`config.mk`:
```
export PLATFORM = sky130hd
export DESIGN_NAME = strhw_stream_sched
export DESIGN_NICKNAME = d
export VERILOG_FILES = /design/src/rtl/strhw_common_types.sv /design/src/rtl/strhw_word_packer.sv /design/src/rtl/strhw_stream_sched.sv
export SDC_FILE = /design/constraint.sdc
export NUM_CORES = 2
export LEC_CHECK = 0
export ABC_AREA = 1
export CORE_AREA = 2 2 626 628
export DETAILED_ROUTE_END_ITERATION = 8
export DIE_AREA = 0 0 628 630
export MAX_ROUTING_LAYER = met4
export PLACE_DENSITY = 0.4
export SLEW_MARGIN = 25
export SYNTH_ARGS = -nofsm -noshare
export SYNTH_HDL_FRONTEND = slang
export SYNTH_SLANG_ARGS = --single-unit
```
`constraint.sdc`:
```
create_clock -name clk_i -period 3.2 [get_ports clk_i]
set_clock_uncertainty 0.05 [all_clocks]
set_input_delay 0.96 -clock clk_i [delete_from_list [all_inputs] [get_ports clk_i]]
set_output_delay 0.96 -clock clk_i [all_outputs]
set_load 0.03 [all_outputs]
```
`src/rtl/strhw_common_types.sv`:
```
// -----------------------------------------------------------------------------
// strhw_common_types
// Shared types and constants for the Streebog hardware blocks.
//   state_t        : core status reported on the core's state port
//   sched_state_t  : stream scheduler FSM states
//   uint64         : one 64-bit message word
//   sat_bytes()    : clamps a final-word byte count to the word size
//   byte_mask()    : per-byte keep mask for a partially valid final word
// -----------------------------------------------------------------------------
package strhw_common_types;

   typedef enum logic [1:0] {
      IDLE  = 2'd0,
      BUSY  = 2'd1,
      READY = 2'd2
   } state_t;

   typedef enum logic [2:0] {
      FILL    = 3'd0,
      LAUNCH  = 3'd1,
      WAIT    = 3'd2,
      CAPTURE = 3'd3,
      OUT     = 3'd4
   } sched_state_t;

   localparam int STRHW_BLOCK_BYTES = 64;
   localparam int STRHW_WORD_BYTES  = 8;

   typedef logic [63:0] uint64;

   function automatic logic [3:0] sat_bytes(input logic [3:0] n);
      return (n > 4'(STRHW_WORD_BYTES)) ? 4'(STRHW_WORD_BYTES) : n;
   endfunction

   function automatic uint64 byte_mask(input logic [3:0] n);
      uint64 m;
      m = 64'd0;
      for (int i = 0; i < STRHW_WORD_BYTES; i++) begin
         m[8*i +: 8] = (4'(i) < n) ? 8'hFF : 8'h00;
      end
      return m;
   endfunction

endpackage

```
`src/rtl/strhw_word_packer.sv`:
```
// -----------------------------------------------------------------------------
// strhw_word_packer
// Packs 64-bit message words into a 512-bit block buffer and computes the
// block size in bytes for the word currently presented.
//   clk_i, rst_i  : clock, synchronous active-low reset
//   wr_i          : write the presented word into slot word_cnt
//   clr_i         : clear buffer and word count (start of a new block)
//   data_i        : message word, byte 0 in bits [7:0]
//   last_i        : presented word is the last of the message
//   bytes_i       : valid bytes in the last word (saturated to 8)
//   word_cnt_o    : number of words already held
//   block_o       : buffer with the presented word merged in (combinational)
//   size_o        : block size if the presented word closes the block
// -----------------------------------------------------------------------------
module strhw_word_packer
   import strhw_common_types::*;
(
   input  logic         clk_i,
   input  logic         rst_i,
   input  logic         wr_i,
   input  logic         clr_i,
   input  uint64        data_i,
   input  logic         last_i,
   input  logic [3:0]   bytes_i,
   output logic [2:0]   word_cnt_o,
   output logic [511:0] block_o,
   output logic [6:0]   size_o
);

   logic [511:0] buffer_r;
   logic [2:0]   word_cnt_r;
   uint64        word_s;
   logic [3:0]   bytes_sat_s;

   // Merge the masked incoming word into its slot and derive the block size.
   always_comb begin
      bytes_sat_s = sat_bytes(bytes_i);
      if (last_i) begin
         word_s = data_i & byte_mask(bytes_sat_s);
         size_o = {1'b0, word_cnt_r, 3'b000} + {3'b000, bytes_sat_s};
      end else begin
         word_s = data_i;
         size_o = 7'(STRHW_BLOCK_BYTES);
      end
      block_o = buffer_r;
      block_o[{word_cnt_r, 6'd0} +: 64] = word_s;
   end

   // Buffer and word counter; the counter holds at 7 until the block is cleared.
   always_ff @(posedge clk_i) begin
      if (!rst_i) begin
         buffer_r   <= 512'd0;
         word_cnt_r <= 3'd0;
      end else if (clr_i) begin
         buffer_r   <= 512'd0;
         word_cnt_r <= 3'd0;
      end else if (wr_i) begin
         buffer_r <= block_o;
         if (word_cnt_r != 3'd7) begin
            word_cnt_r <= word_cnt_r + 3'd1;
         end
      end
   end

   assign word_cnt_o = word_cnt_r;

endmodule

```
`src/rtl/strhw_stream_sched.sv`:
```
// -----------------------------------------------------------------------------
// strhw_stream_sched
// Front-end scheduler for the Streebog core: accepts 64-bit message words,
// packs them into 512-bit blocks, triggers the core once per block (including
// the mandatory final short/empty block) and holds the final hash.
//   s_valid_i/s_ready_o/s_data_i/s_last_i/s_bytes_i : message word stream
//   hash_size_i       : 0=512-bit, 1=256-bit, taken on first word of a message
//   core_trg_o        : one-cycle start pulse; core_block_o/_size_o stable
//                       from the pulse until the next one
//   core_state_i      : core status, READY when the core is done
//   core_hash_i       : core hash result
//   hash_valid_o/hash_ready_i/hash_o : registered hash output handshake
//   busy_o            : a message is open
// -----------------------------------------------------------------------------
module strhw_stream_sched
   import strhw_common_types::*;
#(
   parameter int WORD_W    = 64,
   parameter int GUARD_CYC = 1
) (
   input  logic              clk_i,
   input  logic              rst_i,
   input  logic              s_valid_i,
   output logic              s_ready_o,
   input  logic [WORD_W-1:0] s_data_i,
   input  logic              s_last_i,
   input  logic [3:0]        s_bytes_i,
   input  logic              hash_size_i,
   output logic              core_trg_o,
   output logic [511:0]      core_block_o,
   output logic [6:0]        core_block_size_o,
   output logic              core_hash_size_o,
   input  state_t            core_state_i,
   input  logic [511:0]      core_hash_i,
   output logic              hash_valid_o,
   input  logic              hash_ready_i,
   output logic [511:0]      hash_o,
   output logic              busy_o
);

   localparam int GUARD_W = 8;

   sched_state_t       state_r, state_next_s;
   logic               s_ready_r, trg_r, hash_size_r, hash_valid_r, open_r;
   logic               final_r, pend_empty_r;
   logic [511:0]       block_r, hash_r;
   logic [6:0]         size_r;
   logic [GUARD_W-1:0] guard_r;
   logic               accept_s, core_ready_s, clr_s, close_s;
   logic [2:0]         pk_cnt_s;
   logic [511:0]       pk_block_s;
   logic [6:0]         pk_size_s;

   assign accept_s     = s_valid_i & s_ready_r;
   assign core_ready_s = (core_state_i == READY);
   // The current word completes a block when it is the last or fills slot 7.
   assign close_s      = s_last_i | (pk_cnt_s == 3'd7);
   // Packer is emptied whenever the core finishes a block.
   assign clr_s        = (state_r == WAIT) && (guard_r == '0) && core_ready_s;

   strhw_word_packer u_packer (
      .clk_i      (clk_i),
      .rst_i      (rst_i),
      .wr_i       (accept_s),
      .clr_i      (clr_s),
      .data_i     (s_data_i),
      .last_i     (s_last_i),
      .bytes_i    (s_bytes_i),
      .word_cnt_o (pk_cnt_s),
      .block_o    (pk_block_s),
      .size_o     (pk_size_s)
   );

   // Next-state logic of the scheduler FSM.
   always_comb begin
      state_next_s = state_r;
      case (state_r)
         FILL: begin
            if (accept_s && close_s) begin
               state_next_s = LAUNCH;
            end else begin
               state_next_s = FILL;
            end
         end
         LAUNCH: begin
            state_next_s = WAIT;
         end
         WAIT: begin
            if (guard_r != '0) begin
               state_next_s = WAIT;
            end else if (!core_ready_s) begin
               state_next_s = WAIT;
            end else if (pend_empty_r) begin
               state_next_s = LAUNCH;
            end else if (final_r) begin
               state_next_s = CAPTURE;
            end else begin
               state_next_s = FILL;
            end
         end
         CAPTURE: begin
            state_next_s = OUT;
         end
         OUT: begin
            if (hash_ready_i) begin
               state_next_s = FILL;
            end else begin
               state_next_s = OUT;
            end
         end
         default: begin
            state_next_s = FILL;
         end
      endcase
   end

   // FSM state, registered outputs and per-message bookkeeping.
   always_ff @(posedge clk_i) begin
      if (!rst_i) begin
         state_r      <= FILL;
         s_ready_r    <= 1'b0;
         trg_r        <= 1'b0;
         block_r      <= 512'd0;
         size_r       <= 7'd0;
         hash_size_r  <= 1'b0;
         hash_valid_r <= 1'b0;
         hash_r       <= 512'd0;
         open_r       <= 1'b0;
         final_r      <= 1'b0;
         pend_empty_r <= 1'b0;
         guard_r      <= '0;
      end else begin
         state_r   <= state_next_s;
         s_ready_r <= (state_next_s == FILL);
         trg_r     <= (state_next_s == LAUNCH);
         if (accept_s && !open_r) begin
            hash_size_r <= hash_size_i;
         end
         case (state_r)
            FILL: begin
               if (accept_s) begin
                  open_r <= 1'b1;
                  if (close_s) begin
                     block_r      <= pk_block_s;
                     size_r       <= pk_size_s;
                     // A full final block still owes the core an empty block.
                     final_r      <= s_last_i && (pk_size_s != 7'(STRHW_BLOCK_BYTES));
                     pend_empty_r <= s_last_i && (pk_size_s == 7'(STRHW_BLOCK_BYTES));
                  end
               end
            end
            LAUNCH: begin
               guard_r <= GUARD_W'(GUARD_CYC);
            end
            WAIT: begin
               if (guard_r != '0) begin
                  guard_r <= guard_r - {{(GUARD_W-1){1'b0}}, 1'b1};
               end else if (core_ready_s && pend_empty_r) begin
                  block_r      <= 512'd0;
                  size_r       <= 7'd0;
                  final_r      <= 1'b1;
                  pend_empty_r <= 1'b0;
               end
            end
            CAPTURE: begin
               hash_r       <= core_hash_i;
               hash_valid_r <= 1'b1;
            end
            OUT: begin
               if (hash_ready_i) begin
                  hash_valid_r <= 1'b0;
                  open_r       <= 1'b0;
               end
            end
            default: begin
               open_r <= open_r;
            end
         endcase
      end
   end

   assign s_ready_o         = s_ready_r;
   assign core_trg_o        = trg_r;
   assign core_block_o      = block_r;
   assign core_block_size_o = size_r;
   assign core_hash_size_o  = hash_size_r;
   assign hash_valid_o      = hash_valid_r;
   assign hash_o            = hash_r;
   assign busy_o            = open_r;

endmodule

```
== Yosys cells after proc, flatten, opt, wreduce, memory -nomap -nowiden ==
Cells that the tools add are included.

* Bits in registers: 1564
* Bits of input ports: 588
* Output and inout port bits: 1036

* Add/subtract/negate cells: 4
* $lt $le $gt $ge: 9
* Equal/unequal tests: 16
* Shift operators: 2
* Multiplexer cells: 45
* Bitwise operators: 4
* Reductions and logical operators: 22

{| class="wikitable"
|+ Operators by type and width
! operator !! count
|-
| $mux W512 || 4
|-
| $pmux W512 S2 || 1
|-
| $bwmux W512 || 1
|-
| $shift A64 B11 Y512 const A || 1
|-
| $shiftx A64 B11 Y512 || 1
|-
| $mux W8 || 9
|-
| $and A64 B64 Y64 || 1
|-
| $mux W64 || 1
|-
| $mux W7 || 5
|-
| $lt A3 B4 Y1 const A || 4
|-
| $pmux W8 S2 || 1
|-
| $pmux W3 S5 || 1
|-
| $pmux W7 S2 || 1
|-
| $mux W1 || 11
|-
| $neg A9 Y11 || 1
|-
| $logic_not A8 Y1 || 1
|-
| $lt A1 B4 Y1 const A || 2
|-
| $lt A2 B4 Y1 const A || 2
|-
| $mux W2 || 4
|-
| $ne A2 B2 Y1 const B || 4
|-
| $pmux W1 S2 || 4
|-
| $reduce_bool A2 Y1 || 4
|-
| $reduce_bool A8 Y1 || 1
|-
| $sub A8 B1 Y8 const B || 1
|-
| other kinds (23) || 36
|}

== Depth between registers and ports, before layout ==
* Word-level depth: 11
* Mapped depth: 16
* Depth with buffers taken out: 12

== Modules after synthesis ==
A second synthesis with hierarchy kept.

* Cells, all modules: 10697
* Area total of the unflattened synthesis: 71133.2 µm²

{| class="wikitable"
|+ By module, submodules not included
! module !! instances !! cells each !! area an instance (µm²)
|-
| strhw_stream_sched || 1 || 5718 || 42271.8
|-
| strhw_word_packer || 1 || 4979 || 28861.4
|}

== Worst setup path before layout ==
No wires, ideal clock.

* Path kind: register to register
* From: register u_packer.word_cnt_r[0], in the netlist u_packer.word_cnt_o[0]
* To: register u_packer.buffer_r[260]
* Setup time: 115 ps
* Data arrival time: 2466 ps
* Required time: 3035 ps
* Slack: 568 ps
* Stages on the path, launching flop included: 16
* Period minus slack after synthesis: 2632 ps
* Cells stage by stage: dfxtp_1 -> buf_4 -> inv_4 -> clkbuf_1 -> ha_1 -> buf_2 -> inv_4 -> nand2_1 -> nor3_4 -> inv_2 -> buf_2 -> buf_2 -> nand2_1 -> o21ai_1 -> o21ai_0 -> inv_1

* Cells in the longest elaborated chain, start to end: 3
* Elaborated cells on any way between the ends: 4
* Those cells by class: add/sub (1); shift (2); mux (1)

{| class="wikitable"
|+ RTL lines
! what !! RTL line !! RTL
|-
| start, declared || strhw_word_packer.sv:31 || <nowiki>logic [2:0] word_cnt_r;</nowiki>
|-
| start signal, assigned || strhw_word_packer.sv:60 || <nowiki>word_cnt_r <= word_cnt_r + 3'd1;</nowiki>
|-
| $neg A9 Y11 * || strhw_word_packer.sv:46 || <nowiki>block_o[{word_cnt_r, 6'd0} +: 64] = word_s;</nowiki>
|-
| $shiftx A64 B11 Y512 or $shift A64 B11 Y512 (tied branches) || strhw_word_packer.sv:46 ||
|-
| $bwmux W512 * || strhw_word_packer.sv:46 ||
|-
| end signal, assigned || strhw_word_packer.sv:58 || <nowiki>buffer_r <= block_o;</nowiki>
|-
| end, declared || strhw_word_packer.sv:30 || <nowiki>logic [511:0] buffer_r;</nowiki>
|}

Mark *: on every way between the ends. The rest lies on a longest branch, timed or not.
A chain may end at the register's enable or synchronous reset.

== Worst setup path after layout ==
* From: register hash_r[97], in the netlist hash_o[97]
* To: output hash_o[97]

{| class="wikitable"
|+ RTL lines
! what !! RTL line !! RTL
|-
| start, declared || strhw_stream_sched.sv:46 || <nowiki>logic [511:0] block_r, hash_r;</nowiki>
|-
| start signal, assigned || strhw_stream_sched.sv:166 || <nowiki>hash_r <= core_hash_i;</nowiki>
|-
| end, declared || strhw_stream_sched.sv:37 || <nowiki>output logic [511:0] hash_o,</nowiki>
|}

No word-level cell between the ends.

==> summary.md <==
| Metric | Value |
|---|---|
| Net Sw Frac | 0.278 |
| Row count | 229 |
| Max Fanout on Critical Path | 2 |
| Mux contribution to synthesized area | 0 |
| Internal | 36.9 mW |
| DP Area | 89000 um^2 |
| CP Depth | 1 |
| Gr usage total | 0.209 |
| Asr flop ratio synth | 0 |
| Clock Tree Root | clkbuf_16 |
| Worst Hold Class | flip-flop to flip-flop |
| Post-Syn Nets | 9638 |
| Seq. cell area | 31300 um^2 |
| Most common library cells after synthesis | nand2_1 (2098), dfxtp_1 (1564), nor2_1 (1398) |
| Critical setup path kind | flip-flop to output port |
| CTS tree | done |
| P_leak | 39.6 nW |
| Crit end category | output port |
| Post-synth top flop | dfxtp_1 |
| Simple-gate portion of the synthesized area | 0.263 |
| Final hold vios | 0 |
| Routed via count | 66400 |
| Initial antenna violation count | 154 |
| Design area | 95900 um^2 |
| RSZ-0062 raised after global routing | no |
| Top post-synthesis cells by area | dfxtp_1 (49%), nand2_1 (12%), nor2_1 (8.2%) |
| Count leader, synth | nand2_1 |
| Clock Power Share | 0.479 |
| FF-to-FF path depth | 9 |
| Yosys top cell by area | dfxtp_1 |
| Post-synthesis sequential area ratio | 0.491 |
| Initial core utilization | 0.164 |
| CTS HTree Levels | 4 |
| Largest family of logic cells by synthesized area | simple AND/OR/NAND/NOR gates |
| Distinct cells, synth | 35 |
| Crit path max-delay family | buffers and inverters |
| CP required | 2.19 ns |
| DRC | 0 |
| Multi-input logic area | 27700 um^2 |
| Congestion Overflow GR | 0 |
| P_sw | 14.2 mW |
| Area growth from synthesis to layout | 50.4% |
| Worst-Margin Slew | 0.934 ns |
| Pre-Repair DR Iteration Count | 6 |
| Clock transition at the registers of the reported paths | 0.05 ns |
| Die area | 396000 um^2 |
| XOR/XNOR Fraction of Synth Area | 0.000412 |
| Core Region | 388000 um^2 |
| Gate power share | 0.121 |
| Critical path startpoint category | flip-flop |
| CP Data Arrival Time | 2.12 ns |
| Post-Synth Adder-Cell Area | 0.00196 |
| Mapped Cells | 9040 |
| Post-synth top area share | 0.491 |
| Fraction of final layout cells sized beyond drive strength 1 | 0.0938 |
| Setup_tns | 0 ns |
| Fillcell total | 43200 |
| Compound-Gate Fraction of Synth Area | 0.166 |
| Synth Area per Inst | 7.05 um^2 |
| Seq pwr share | 0.401 |
| Minimum clock period | 3.13 ns |
| Final Max Tran Viols | 0 |
| Drt wl/cell | 26.1 um |
| Critical path buffers and inverters | 1 |
| Largest net degree at the start of global routing | 175 |
| Worst path max stage delay | 0.92 ns |
| DP HPWL | 327000 um |
| Num CTS Buffers | 203 |
| Die height | 630 um |
| Initial DRC count | 5029 |
| FF+latch count, synth | 1564 |
| Pwr Density | 533 nW/um^2 |
| CP max-delay cell | clkdlybuf4s50_1 |
| Post-CTS Setup Bufs | 0 |
| Slew Limit Headroom | 0.377 |
| Synth Warn # | 0 |
| Number of buffers added on ports | 1623 |
| First-pass GRT wire length | 560000 um |
| Post-DRT Antenna Nets | 0 |
| Clk_lat worst skew | 0.96 ns |
| Clock Tree Buf Depth | 4 |
| Tcrit/Tclk final | 0.979 |
| Worst vdd ir | 0.422 mV |
| Power Total | 51.1 mW |
| Maximum capacitance violations | 0 |
| Final WL | 419000 um |
| Die Span X | 628 um |
| GP Congestion | 0.965 |
| Core Util, Final | 0.247 |
| Min-Delay Path Depth | 2 |
| Setup Viol. Count Final | 0 |
| Number of flops mapped to enable cells by yosys | 0 |
| Sink Count | 1564 |
| IO Count | 1624 |
| CP cell instances | clkdlybuf4s50_1 |
| Mapped cell area | 63800 um^2 |
| Status | complete, no violations |
| Vias in the first global route | 63300 |
| Vias per inst | 4.13 |
| Max Freq | 319 MHz |
| Layout Nets | 11200 |
stage by stage:
step	cells	hold WS (ns)	setup slack [ns]
CTS	16000	0.393	0.000629
finish	16100	0.413	0.0658
global placement	15600	0.401	-0.728
floorplan	9040	0.389	0.568
detailed placement	15600	0.405	-0.711
global route	16100	0.430	0.00254
power groups by stage:
stage | Sequential [mW] | Clock [mW] | Combinational [mW]
2_1_floorplan | 21.1 | 0 | 2.83
3_3_place_gp | 20.9 | 0 | 6.22
3_5_place_dp | 20.9 | 0 | 6.22
4_1_cts | 20.5 | 25.2 | 6.23
5_1_grt | 20.5 | 26.0 | 6.71
6_report | 20.5 | 24.5 | 6.16
worst paths after layout:
check | start | endpoint | slack [ns]
worst max-delay path | hash_o[97]$_SDFFE_PN0P_ | hash_o[97] | 0.07
worst min-delay path | core_block_o[46]$_SDFFE_PN0P_ | core_block_o[46]$_SDFFE_PN0P_ | 0.41
worst max register to register | u_packer.word_cnt_o[2]$_SDFFE_PP0P_ | core_block_o[185]$_SDFFE_PN0P_ | 0.16
worst min register to register | core_block_o[46]$_SDFFE_PN0P_ | core_block_o[46]$_SDFFE_PN0P_ | 0.41
area by class of cell:
class | instances | area share
Sequential cell | 1564 | 0.326
Multi-Input combinational cell | 6222 | 0.288
Timing Repair Buffer | 2059 | 0.219
Tap cell | 5197 | 0.0678
Clock buffer | 283 | 0.0602
Inverter | 577 | 0.0231
Clock inverter | 85 | 0.0123
Antenna cell | 92 | 0.00240
registers in the layout (all words and copies together), names as in the netlist, 3 cells and up:
name                 count
state_r                  3
hash_o                 512
u_packer.buffer_r      512
core_block_o           512
core_block_size_o        7
guard_r                  8
u_packer.word_cnt_o      3
worst min-delay path: stages (launching register included):
cell,delay (ns)
dfxtp_1,0.30
nand2_1,0.06
a21oi_1,0.05
metal layers:
metal	up-vias	global-route usage	wire (um)
met4	0	0.101	23700
met1	31400	0.217	155000
met3	595	0.0434	24300
met5	-	-	0
li1	32400	-	-
met2	2024	0.375	216000
logic make-up after synthesis:
logic type	Yosys count
XOR/XNOR	3
adder cells (fa/ha/maj)	10
AND/OR/NAND/NOR	4163
AO/OA/AOI/OAI	2046
buffers and inverters	1254
flip-flops	1564
cells in the final DEF, fill, tap and decap left out, types with 92 or more instances in the layout:
master and instances:
clkdlybuf4s50_1 1361, diode_2 92, a21oi_1 909, dfxtp_1 1561
nand2_1 2095, o21bai_1 96, or2_2 135, buf_12 154
dlygate4sd2_1 191, buf_4 351, nor2_1 1388, nand3_1 408
clkbuf_16 204, o21ai_0 957, inv_1 564
timing repair:
item                                   in CTS  in global routing
gates resized for setup                   196                  0
setup endpoints to repair                 192                  0
hold buffers                                0                  0
endpoints found under the hold margin       0                  0
Note: power is estimated with default switching activity, not from simulation.
